[src/rtl/div_issue_ctrl.sv]
// Issue controller for the signed/unsigned AXI-stream divider IPs: latches one op,
// handshakes each IP input channel independently, returns the result, drains on flush.
module div_issue_ctrl #(
  parameter int TIMEOUT_CYC = 64,
  parameter int CNT_W       = 7
) (
  input  logic        clk,
  input  logic        resetn,
  input  logic        req_valid,
  output logic        req_ready,
  input  logic        req_signed,
  input  logic        req_mod,
  input  logic [31:0] req_src1,
  input  logic [31:0] req_src2,
  input  logic        flush,
  output logic        res_valid,
  input  logic        res_ready,
  output logic [31:0] res_data,
  output logic        s_dividend_tvalid,
  output logic        s_divisor_tvalid,
  input  logic        s_dividend_tready,
  input  logic        s_divisor_tready,
  output logic        u_dividend_tvalid,
  output logic        u_divisor_tvalid,
  input  logic        u_dividend_tready,
  input  logic        u_divisor_tready,
  output logic [31:0] div_dividend,
  output logic [31:0] div_divisor,
  input  logic        s_dout_valid,
  input  logic [63:0] s_dout,
  input  logic        u_dout_valid,
  input  logic [63:0] u_dout,
  output logic        timeout,
  output logic [2:0]  state_dbg
);

  // Handshakes: a transfer happens on any rising edge where valid and ready are both 1;
  // valid, once raised, stays high until that transfer (or until a flush cancels it).
  typedef enum logic [2:0] {
    S_IDLE  = 3'd0,
    S_ISSUE = 3'd1,
    S_WAIT  = 3'd2,
    S_DRAIN = 3'd3,
    S_DONE  = 3'd4
  } state_t;

  state_t             state, state_nxt;
  logic               sel_signed, sel_mod;
  logic               dvd_acc, dvs_acc, cancel;
  logic               dvd_acc_nxt, dvs_acc_nxt, cancel_nxt;
  logic               load_op, capture;
  logic [CNT_W-1:0]   cnt;
  logic               dvd_tv, dvs_tv, dvd_done, dvs_done, dout_v;
  logic [63:0]        dout_sel;
  logic               in_wait, nxt_wait;

  // Channel valids are pure decodes of state and acceptance flags.
  always_comb begin
    dvd_tv            = (state == S_ISSUE) && !dvd_acc;
    dvs_tv            = (state == S_ISSUE) && !dvs_acc;
    s_dividend_tvalid = dvd_tv && sel_signed;
    s_divisor_tvalid  = dvs_tv && sel_signed;
    u_dividend_tvalid = dvd_tv && !sel_signed;
    u_divisor_tvalid  = dvs_tv && !sel_signed;
    dvd_done = dvd_acc || (dvd_tv && (sel_signed ? s_dividend_tready : u_dividend_tready));
    dvs_done = dvs_acc || (dvs_tv && (sel_signed ? s_divisor_tready : u_divisor_tready));
    dout_v   = sel_signed ? s_dout_valid : u_dout_valid;
    dout_sel = sel_signed ? s_dout : u_dout;
  end

  always_comb begin
    state_nxt   = state;
    load_op     = 1'b0;
    capture     = 1'b0;
    dvd_acc_nxt = dvd_acc;
    dvs_acc_nxt = dvs_acc;
    cancel_nxt  = cancel;
    case (state)
      S_IDLE: begin
        if (req_valid && !flush) begin
          load_op     = 1'b1;
          dvd_acc_nxt = 1'b0;
          dvs_acc_nxt = 1'b0;
          cancel_nxt  = 1'b0;
          state_nxt   = S_ISSUE;
        end
      end
      S_ISSUE: begin
        dvd_acc_nxt = dvd_done;
        dvs_acc_nxt = dvs_done;
        // Once any channel is in, the other must follow or the IP wedges.
        if (flush && !dvd_done && !dvs_done) begin
          state_nxt = S_IDLE;
        end else begin
          cancel_nxt = cancel || flush;
          if (dvd_done && dvs_done) state_nxt = (cancel || flush) ? S_DRAIN : S_WAIT;
        end
      end
      S_WAIT: begin
        if (flush) begin
          state_nxt = dout_v ? S_IDLE : S_DRAIN;
        end else if (dout_v) begin
          capture   = 1'b1;
          state_nxt = S_DONE;
        end
      end
      S_DRAIN: begin
        if (dout_v) state_nxt = S_IDLE;
      end
      S_DONE: begin
        if (flush || res_ready) state_nxt = S_IDLE;
      end
      default: state_nxt = S_IDLE;
    endcase
  end

  assign in_wait  = (state == S_WAIT) || (state == S_DRAIN);
  assign nxt_wait = (state_nxt == S_WAIT) || (state_nxt == S_DRAIN);

  always_ff @(posedge clk or negedge resetn) begin
    if (!resetn) begin
      state        <= S_IDLE;
      sel_signed   <= 1'b0;
      sel_mod      <= 1'b0;
      div_dividend <= '0;
      div_divisor  <= '0;
      dvd_acc      <= 1'b0;
      dvs_acc      <= 1'b0;
      cancel       <= 1'b0;
      res_data     <= '0;
      cnt          <= '0;
      timeout      <= 1'b0;
    end else begin
      state   <= state_nxt;
      dvd_acc <= dvd_acc_nxt;
      dvs_acc <= dvs_acc_nxt;
      cancel  <= cancel_nxt;
      if (load_op) begin
        sel_signed   <= req_signed;
        sel_mod      <= req_mod;
        div_dividend <= req_src1;
        div_divisor  <= req_src2;
      end
      if (capture) res_data <= sel_mod ? dout_sel[31:0] : dout_sel[63:32];
      if (nxt_wait && (state_nxt != state)) begin
        cnt <= '0;
      end else if (in_wait && (cnt != {CNT_W{1'b1}})) begin
        cnt <= cnt + 1'b1;
      end
      // Sticky diagnostic only; the FSM keeps waiting for the IP.
      if (in_wait && (cnt >= CNT_W'(TIMEOUT_CYC))) timeout <= 1'b1;
    end
  end

  assign req_ready = (state == S_IDLE);
  assign res_valid = (state == S_DONE);
  assign state_dbg = state;

endmodule

[config.mk]
export PLATFORM = sky130hd
export DESIGN_NAME = div_issue_ctrl
export DESIGN_NICKNAME = d
export VERILOG_FILES = /design/src/rtl/div_issue_ctrl.sv
export SDC_FILE = /design/constraint.sdc
export NUM_CORES = 1
export LEC_CHECK = 0
export CAP_MARGIN = 15
export CORE_AREA = 2 2 120 122
export DETAILED_ROUTE_END_ITERATION = 16
export DIE_AREA = 0 0 122 124
export GPL_TIMING_DRIVEN = 0
export PLACE_DENSITY = 0.81
export SLEW_MARGIN = 20
export SYNTH_ARGS = -nofsm -noshare
export SYNTH_HDL_FRONTEND = slang
export SYNTH_SLANG_ARGS = --single-unit
[constraint.sdc]
create_clock -name clk -period 1.9 [get_ports clk]
set_input_delay 0.38 -clock clk [delete_from_list [all_inputs] [get_ports clk]]
set_output_delay 0.38 -clock clk [all_outputs]
set_load 0.05 [all_outputs]
# Word level (Yosys, flattened, before mapping)

Index checks and enable logic that the tools add are counted.

Flip-flop bits (word level): 112
Bits of input ports: 205
Output and inout bits: 106
Logic and storage cells: 82

Add/subtract/negate cells: 1
Order comparisons: 1
Eq/ne operators: 10
Muxes and demuxes: 27
Reduce and logical (&&, ||, !) cells: 32

Operators by type and width:

| operator                                      | number |
|---|---|
| two-way mux 64 bit                            | 1 |
| two-way mux 32 bit                            | 1 |
| two-way mux 3 bit                             | 7 |
| logical AND 1 bit                             | 15 |
| case mux 3 bit (5 select lines)               | 1 |
| two-way mux 7 bit                             | 2 |
| == test 3 x 2 -> 1 bit, second input constant | 4 |
| two-way mux 1 bit                             | 11 |
| adder 7 x 1 -> 7 bit, second input constant   | 1 |
| >= comparator 7 bit, second input constant    | 1 |
| != test 7 bit, second input constant          | 1 |
| zero test 1 bit                               | 6 |
| logical OR 1 bit                              | 6 |
| case mux 1 bit (2 select lines)               | 3 |
| nonzero test 2 bit                            | 2 |
| == test 3 x 1 -> 1 bit, second input constant | 1 |
| == test 3 bit, second input constant          | 1 |
| zero test 3 bit                               | 1 |
| != test 3 bit                                 | 1 |
| AND reduction 3 bit                           | 1 |
| two-way mux 2 bit                             | 1 |
| != test 2 x 1 -> 1 bit, second input constant | 1 |
| != test 2 bit, second input constant          | 1 |
| AND reduction 2 bit                           | 1 |

# Depth between registers and ports, before layout

Gate-level depths: netlist of the first run.

Depth in word-level cells: 13
Mapped depth: 7
Gate-level depth less buffers: 5

# Worst setup path before layout of the first run

OpenSTA, ideal clock, no wires.

Path type: reg2out
Start point: register state[1], in the netlist state_dbg[1]
End point: output port u_dividend_tvalid
Data arrival time: 1986 ps
Data required time: 1520 ps
Slack: -466 ps
Cell stages (with the launch flop): 4
Buffers on the path: 0
Path through: dfrtp_1 nor2_1 nand2_1 nor3_1

Longest elaborated chain between the ends: 3

RTL lines:

| what                   | line | text |
|---|---|---|
| start, declared        | 47   | `state_t state, state_nxt;` |
| start signal, assigned | 134  | `state <= state_nxt;` |
| == test 3 x 1 -> 1 bit | 59   | `dvd_tv = (state == S_ISSUE) && !dvd_acc;` |
| logical AND 1 bit      | 59   |  |
| logical AND 1 bit      | 63   | `u_dividend_tvalid = dvd_tv && !sel_signed;` |
| end, declared          | 23   | `output logic u_dividend_tvalid,` |

Every way passes these cells.

# Worst setup path in the final report of the first run

Start point: register state[1], in the netlist state_dbg[1]
End point: output port req_ready

Longest elaborated chain between the ends: 1

RTL lines:

| what            | line | text |
|---|---|---|
| zero test 3 bit | 155  | `assign req_ready = (state == S_IDLE);` |
| end, declared   | 10   | `output logic req_ready,` |

Every way passes these cells.

==> results of run 1 <==
## layout make-up
| class | instances | area (µm²) |
|---|---|---|
| fillers | 1098 | 4740 |
| repair buffers | 316 | 3130 |
| flip-flops and latches | 112 | 2810 |
| multi-input cells | 328 | 2310 |
| clock buffers | 11 | 253 |
| well taps | 180 | 225 |
| plain buffers | 26 | 165 |
| clock inverters | 5 | 86.3 |
## flip-flops by register name (all words and copies together) (netlist names), 3 cells and up
register,count
div_dividend,32
div_divisor,32
res_data,32
cnt,7
state_dbg,3
## path summary, 6_finish.rpt
path                                            end  slack (ns)  cells after the start
setup reg to reg           res_data[13]$_DFFE_PN0P_        0.15                      4
min in group asynchronous  res_data[18]$_DFFE_PN0P_        0.57                      2
setup / recovery                          req_ready        0.01                      3
hold / removal                  timeout$_DFFE_PN0P_        0.46                      1
max in group asynchronous    state_dbg[2]$_DFF_PN0_        0.60                      3
hold reg to reg                 timeout$_DFFE_PN0P_        0.46                      1
## worst register-to-register path: stages (launching register included)
cell	delay [ns]
dfrtp_1	0.32
clkbuf_1	0.28
clkbuf_2	0.35
mux4_2	0.39
mux2_2	0.28
## metal layers
| metal | routed length [µm] | global-route usage | vias up |
|---|---|---|---|
| li1 | - | - | 2227 |
| met1 | 6260 | 0.254 | 2331 |
| met2 | 9260 | 0.422 | 220 |
| met3 | 1780 | 0.0788 | 42 |
| met4 | 597 | 0.106 | 0 |
| met5 | 0 | 0 | - |
## placed cells by master, fill, tap and decap left out, drive strengths merged, types with 2 or more instances in the layout
cell,netlist,layout
nand3,3,3
mux4,32,32
a21oi,5,5
clkbuf,10,21
bufinv,0,2
nor3b,3,3
clkdlybuf4s50,0,203
o221ai,2,2
o21ai,3,3
dlygate4sd2,0,81
nor3,5,5
mux2,34,34
clkinv,0,2
buf,16,26
xor2,2,2
nor2,15,15
dfrtp,112,112
and3,3,3
mux2i,2,2
nand2,208,208
dlymetal6s2s,0,19
## synth_stat cells
| cell type | instances |
|---|---|
| and2b_1 | 1 |
| a21o_1 | 1 |
| nor4_1 | 1 |
| o211ai_1 | 1 |
| mux2_2 | 34 |
| nand2b_1 | 1 |
| ha_1 | 1 |
| nand3b_2 | 1 |
| nand2_1 | 208 |
| nor2_1 | 15 |
| mux4_2 | 32 |
| dfrtp_1 | 112 |
| xor2_1 | 2 |
| mux2i_1 | 2 |
| nor3b_1 | 3 |
| a31o_2 | 1 |
| nand3_1 | 3 |
| buf_2 | 12 |
| clkbuf_1 | 10 |
| a31oi_1 | 1 |
| a21oi_1 | 5 |
| o221ai_2 | 1 |
| and3_1 | 3 |
| o21ai_2 | 1 |
| o21ai_0 | 2 |
| nor3_1 | 3 |
| buf_12 | 2 |
| nor3_2 | 2 |
| buf_6 | 1 |
| o21a_1 | 1 |
| or3_1 | 1 |
| o221ai_1 | 1 |
| buf_4 | 1 |
## logic make-up (layout without fill, tap and decap cells)
logic type | after synthesis | in the layout
AO/OA/AOI/OAI | 15 | 15
XOR/XNOR | 2 | 2
adder cells (fa/ha/maj) | 1 | 1
buffers and inverters | 26 | 358
flip-flops | 112 | 112
multiplexers | 68 | 68
AND/OR/NAND/NOR | 242 | 242
## metrics by stage
stage | util | setup TNS (ns) | cell area [µm²] | worst slack, ns
detailed placement | 0.626 | -30.52 | 8590 | -0.501
floorplan | - | -0.102 | 5230 | -0.102
global route | 0.655 | -0.101 | 8980 | -0.0330
global placement | 0.624 | -448.71 | 8560 | -4.19
finish | 0.655 | 0 | 8980 | 0.00962
CTS | 0.647 | -0.0156 | 8870 | -0.0101
## power by group
group | switching [µW] | internal, µW | leakage, µW
logic | 5850 | 3040 | 0.00284
registers | 665 | 3470 | 0.00139
clock network | 885 | 1240 | 0.000166
total | 7400 | 7750 | 0.00439
## repair_timing
action,4_1_cts,5_1_grt
hold endpoints to repair,4,0
resized for setup,124,33
endpoints found under the setup margin,125,57
pin swaps,1,3
buffers inserted,1,3
cloned,0,0
hold buffers,1,0
==> results.json, run 1 <==
{
  "worstPathArrival_ns": 1.51,
  "setup_viol": 0,
  "slew-limit-headroom": 0.625,
  "cpMaxStageDelayCell": "dfrtp_2",
  "synth_top_area_frac": 0.541,
  "area_growth_pct": 73.3,
  "track_usage": 0.236,
  "drive_above_1_share": 0.170,
  "htree_levels": 3,
  "cp-startpoint": "state_dbg[1]$_DFF_PN0_",
  "die_w_um": 122,
  "syn_inst": 466,
  "hold_viol_final": 0,
  "ant_nets": 0,
  "ys_seq_area_frac": 0.541,
  "critPathBufInv": 2,
  "drc": 0,
  "drv_slew": 0,
  "power_uw": 15200,
  "overflow": 0,
  "ys.warnings.count": 0,
  "vias": 4820,
  "max-cap-violations": 0,
  "grt_pass1_vias": 5203,
  "outcome": "finished clean",
  "synth_top_cells_by_area": "dfrtp_1 (54%), nand2_1 (15%), mux4_2 (14%), mux2_2 (7.4%), buf_2 (1.2%)",
  "fmax_ghz": 0.529,
  "io_pins": 311,
  "clk_latency_ns": 0.35,
  "post-route-min-period_ns": 1.89,
  "critical_path_class": "reg -> out",
  "hold_start": "timeout$_DFFE_PN0P_",
  "dp_hpwl_um": 14100,
  "rr_startpoint": "sel_mod$_DFFE_PN0P_",
  "dieArea_um2": 15100,
  "final.period_utilization": 0.995,
  "synth_top_family_by_area": "multiplexers",
  "synth_compound_area_frac": 0.0203,
  "fin_cells": 978,
  "initial_core_util": 0.378,
  "dp.cells": 957,
  "fin_nets": 999,
  "worst-slew-pin-transition_ns": 0.562,
  "first_pass_iters": 4,
  "core-area_um2": 13700,
  "hold-worst-slack_ns": 0.463,
  "hp-class": "reg -> reg",
  "grt_pass1_wl_um": 26900,
  "rows": 43,
  "ir_drop_mv": 1.09,
  "synth_largest_area_cell": "dfrtp_1",
  "cts.sinks": 112,
  "viasPerCell": 4.93,
  "routedWlPerCell_um": 18.3,
  "syn_area_per_cell_um2": 11.1,
  "yosysUniqueCellTypes": 33,
  "synth_nets": 672,
  "synth_simple_gate_area_frac": 0.186,
  "synthesis.area_um2": 5180,
  "antenna_found_initial": 0,
  "power.density_nw_per_um2": 1690,
  "muxShareOfSynthArea": 0.217,
  "synth_seq_cells": 112,
  "crit_path_end_kind": "output pin",
  "ctsLongestPathBuffers": 2,
  "cp.required_ns": 1.52,
  "p_leak_uw": 0.00439,
  "grt_max_degree": 58,
  "path_cells": "buf_4 > nor3_2 > clkdlybuf4s18_2",
  "antenna_cells": 0,
  "tritoncts": "built",
  "critPathTopFamily": "buffers and inverters",
  "die-height_um": 124,
  "routed_wirelength_um": 17900,
  "path_clk_slew_ns": 0.07,
  "synth_fa_ha_area_frac": 0.00241,
  "rsz0062_at_grt": "yes",
  "fin_worst_skew_ns": 0.00751,
  "cp_max_fo": 7,
  "gp_congestion": 0.833,
  "slowest_delay_ns": 0.49,
  "cts_buffers": 9,
  "root_buffer": "clkbuf_16",
  "crit_path_start_kind": "register",
  "synth_xor_area_frac": 0.00338,
  "portBuffers": 310,
  "drt-initial-drc-count": 185
}
Power figures use the tool's default switching activity.
==> inputs of run 2 (changes only) <==
- GPL_TIMING_DRIVEN: 0 -> 1
- SLEW_MARGIN: 20 -> 40
==> results.json, run 2 (same netlist as run 1, synthesis figures left out) <==
{
  "ff2ff_setup_slack_ns": 0.22,
  "outcome": "finished clean",
  "cp_max_fo": 6,
  "fin_nets": 986,
  "drv_slew": 0,
  "slowest_delay_ns": 0.47,
  "finalWorstSetupSlack_ns": 0.0615,
  "area_growth_pct": 72.8,
  "crit_path_start_kind": "register",
  "worstPathArrival_ns": 1.46,
  "fin_worst_skew_ns": 0.00736,
  "dp_hpwl_um": 13300,
  "hold_viol_final": 0,
  "dpl_worst_slack_ns": 0.0549,
  "die-height_um": 124,
  "slew-limit-headroom": 0.641,
  "routed_wirelength_um": 17200,
  "post-route-min-period_ns": 1.84,
  "path_clk_slew_ns": 0.08,
  "setup_viol": 0,
  "clk_latency_ns": 0.34,
  "max-cap-violations": 0,
  "critical_path_class": "reg -> out",
  "critPathCapture": "s_divisor_tvalid",
  "gp_congestion": 0.749,
  "cts_buffers": 9,
  "grt_max_degree": 62,
  "fin_setup_tns_ns": 0,
  "worst-r2r-cell-count": 4,
  "drt-initial-drc-count": 208,
  "overflow": 0,
  "worst-slew-pin-transition_ns": 0.537,
  "p_leak_uw": 0.00434,
  "routedWlPerCell_um": 17.8,
  "crit_path_end_kind": "output pin",
  "rows": 43,
  "vias": 4728,
  "hp-class": "in -> async",
  "ir_drop_mv": 0.961,
  "cp-startpoint": "state_dbg[2]$_DFF_PN0_",
  "portBuffers": 310,
  "first_pass_iters": 6,
  "final_common_cell": "nand2_1",
  "rsz0062_at_grt": "yes",
  "fmax_ghz": 0.544,
  "root_buffer": "clkbuf_16",
  "die_w_um": 122,
  "cp.required_ns": 1.52,
  "viasPerCell": 4.90,
  "power.density_nw_per_um2": 1700,
  "cts.sinks": 112,
  "grt_pass1_wl_um": 25200,
  "antenna_found_initial": 0,
  "antenna_cells": 0,
  "crit_cells": 4,
  "critPathTopFamily": "simple AND/OR/NAND/NOR gates",
  "initial_core_util": 0.378,
  "dieArea_um2": 15100,
  "core-area_um2": 13700,
  "critPathBufInv": 1,
  "final.period_utilization": 0.968,
  "tritoncts": "built",
  "layout_common_cells": "nand2_1 (206), clkdlybuf4s50_1 (203), dfrtp_1 (108), buf_4 (53), dlygate4sd2_1 (38)",
  "drive_above_1_share": 0.219,
  "top_regs": "div_dividend x32, div_divisor x32, res_data x32",
  "ctsLongestPathBuffers": 2,
  "cpMaxStageDelayCell": "dfrtp_2",
  "htree_levels": 3,
  "grt_pass1_vias": 5010,
  "drc": 0,
  "io_pins": 311,
  "track_usage": 0.219,
  "rr_startpoint": "sel_signed$_DFFE_PN0P_",
  "ant_nets": 0,
  "worstReg2RegEnd": "res_data[15]$_DFFE_PN0P_",
  "path_cells": "nor3b_4 > nand2_2 > nor2_4 > buf_12"
}
## run 2: metrics by stage
step / power [µW] / std cells / util / cell area (µm²) / hold WS, ns
after floorplan: 10200 / 466 / - / 5230 / 0.0844
after global placement: 13400 / 945 / 0.626 / 8590 / 0.415
after detailed placement: 13600 / 945 / 0.626 / 8590 / 0.418
after CTS: 15400 / 962 / 0.647 / 8880 / 0.0382
after global routing: 16000 / 965 / 0.653 / 8960 / 0.0440
final: 15200 / 965 / 0.653 / 8960 / 0.0336
## run 2: worst min-delay path by stage
stage          startpoint                        to  slack [ns]  cells after the start
2_1_floorplan      resetn        cancel$_DFFE_PN0P_        0.08                      0
5_1_grt            resetn  res_data[14]$_DFFE_PN0P_        0.04                      2
6_report           resetn  res_data[14]$_DFFE_PN0P_        0.03                      2
3_3_place_gp       resetn  res_data[29]$_DFFE_PN0P_        0.41                      2
4_1_cts            resetn  res_data[14]$_DFFE_PN0P_        0.04                      2
3_5_place_dp       resetn  res_data[15]$_DFFE_PN0P_        0.42                      2
## run 2: per-layer routing
layer  part of all wire  vias to the layer above  GRT usage
met5                  0                        -          0
met4              0.021                        0     0.0783
met1               0.37                     2291      0.249
li1                   -                     2194          -
met3              0.096                       27     0.0714
met2               0.52                      216      0.389
## run 2: timing repair
item,CTS,global route
buffers inserted,1,3
resized for setup,45,21
hold endpoints to repair,0,0
hold buffers,0,0
setup endpoints to repair,42,24
## run 2: worst register-to-register path, stage by stage, from the launching register on
cell and delay, ns:
dfrtp_2 0.36, buf_4 0.19, buf_12 0.20, mux4_2 0.54, mux2_2 0.27
## run 2: power by group
group          switching, µW  internal [µW]  total (µW)  leakage (µW)
clock                    927           1050        1980      0.000146
sequential               666           3480        4140       0.00138
combinational           5820           3290        9110       0.00281
total                   7410           7820       15200       0.00434
## run 2: cell type report
type,count,area (µm²)
Clock buffer,9,225
Clock inverter,7,85.1
Fill cell,1056,4760
Multi-Input combinational cell,328,2300
Sequential cell,112,2810
Tap cell,180,225
Timing Repair Buffer,329,3310
==> inputs of run 3 (changes only) <==
- TNS_END_PERCENT: default -> 10
==> results.json, run 3 (same netlist as run 1, synthesis figures left out) <==
{
  "track_usage": 0.224,
  "hold-worst-slack_ns": 0.117,
  "initial_core_util": 0.378,
  "grt_pass1_vias": 4908,
  "dieArea_um2": 15100,
  "die-height_um": 124,
  "cp.required_ns": 1.52,
  "ir_drop_mv": 1.01,
  "layout_common_cells": "nand2_1 (206), clkdlybuf4s50_1 (204), dfrtp_1 (110), buf_4 (58), dlygate4sd2_1 (40)",
  "drt-initial-drc-count": 182,
  "grt_pass1_wl_um": 25700,
  "core-area_um2": 13700,
  "drv_slew": 0,
  "power.density_nw_per_um2": 1700,
  "viasPerCell": 4.92,
  "rows": 43,
  "ctsLongestPathBuffers": 2,
  "cts_buffers": 9,
  "portBuffers": 310,
  "outcome": "finished clean",
  "path_clk_slew_ns": 0.07,
  "crit_path_end_kind": "output pin",
  "cp_max_fo": 3,
  "final_util": 0.649,
  "antenna_found_initial": 0,
  "top_regs": "div_dividend x32, div_divisor x32, res_data x32",
  "fin_worst_skew_ns": 0.00371,
  "rr_startpoint": "sel_signed$_DFFE_PN0P_",
  "antenna_cells": 0,
  "routedWlPerCell_um": 18.1,
  "rsz0062_at_grt": "yes",
  "fin_setup_tns_ns": 0,
  "post-route-min-period_ns": 1.87,
  "die_w_um": 122,
  "critical_path_class": "reg -> out",
  "fin_nets": 989,
  "cts.sinks": 112,
  "fmax_ghz": 0.535,
  "setup_viol": 0,
  "finalWorstSetupSlack_ns": 0.0312,
  "clk_latency_ns": 0.34,
  "drive_above_1_share": 0.217,
  "root_buffer": "clkbuf_16",
  "tritoncts": "built",
  "first_pass_iters": 4,
  "dpl_worst_slack_ns": 0.00136,
  "hp-class": "in -> async",
  "ff2ff_setup_slack_ns": 0.12,
  "vias": 4761,
  "io_pins": 311,
  "worstReg2RegEnd": "cnt[2]$_DFFE_PN0P_",
  "dp_hpwl_um": 13400,
  "crit_path_start_kind": "register",
  "worst-r2r-cell-count": 5,
  "power_uw": 15100,
  "worst-slew-pin-transition_ns": 0.597,
  "worstPathArrival_ns": 1.49,
  "htree_levels": 3,
  "slew-limit-headroom": 0.602,
  "hold_viol_final": 0,
  "drc": 0,
  "ant_nets": 0,
  "grt_max_degree": 113,
  "gp_congestion": 0.853,
  "overflow": 0,
  "area_growth_pct": 71.8,
  "routed_wirelength_um": 17500,
  "p_leak_uw": 0.00430,
  "cts-hold-fix-buffers": 0,
  "final_common_cell": "nand2_1",
  "max-cap-violations": 0,
  "final.period_utilization": 0.984
}
run 3: cell types whose count changed in the layout (fill, tap and decap cells not counted), moves of 3 or more:
cell	before	now
nor2_2	0	3
buf_4	53	58
nor2_4	3	0
dlymetal6s2s_1	20	17
run 3: area by class of cell:
type                            count  area (µm²)
Clock buffer                       10         229
Clock inverter                      6        68.8
Fill cell                        1060        4810
Multi-Input combinational cell    328        2280
Sequential cell                   112        2810
Tap cell                          180         225
Timing Repair Buffer              332        3300
run 3: repair_timing:
action / 4_1_cts / 5_1_grt
buffers inserted: 2 / 0
gates resized for setup: 46 / 20
pin swaps: 2 / 3
setup endpoints to repair: 44 / 21
run 3: power by group:
part,internal (µW),switching [µW]
sequential,3470,665
combinational,3280,5810
clock,1030,884
total,7780,7360
run 3: worst max-delay path by stage:
stage                                 start                      endpoint  cells past startpoint
6_report             state_dbg[2]$_DFF_PN0_              s_divisor_tvalid                      5
5_1_grt              state_dbg[2]$_DFF_PN0_              s_divisor_tvalid                      5
4_1_cts        div_dividend[19]$_DFFE_PN0P_              div_dividend[19]                      1
3_5_place_dp                   u_dout_valid      res_data[20]$_DFFE_PN0P_                      5
3_3_place_gp                          flush  div_dividend[19]$_DFFE_PN0P_                      7
2_1_floorplan        state_dbg[0]$_DFF_PN0_             s_dividend_tvalid                      3
run 3: layer usage:
metal  routed length (µm)  track usage
met3                 1650       0.0696
met4                  276       0.0675
met5                    0            0
met1                 6570        0.257
met2                 9000        0.403
run 3: critical path: stages (launching register included):
cell and delay (ns):
dfrtp_2 0.45, nor3b_2 0.19, buf_4 0.14, nand2_2 0.06, nor2_2 0.14, buf_12 0.16
run 3: stage by stage:
step           std cells  area (µm²)
3_3_place_gp         950        8570
6_report             968        8900
3_5_place_dp         950        8570
5_1_grt              968        8900
2_1_floorplan        466        5200
4_1_cts              968        8850
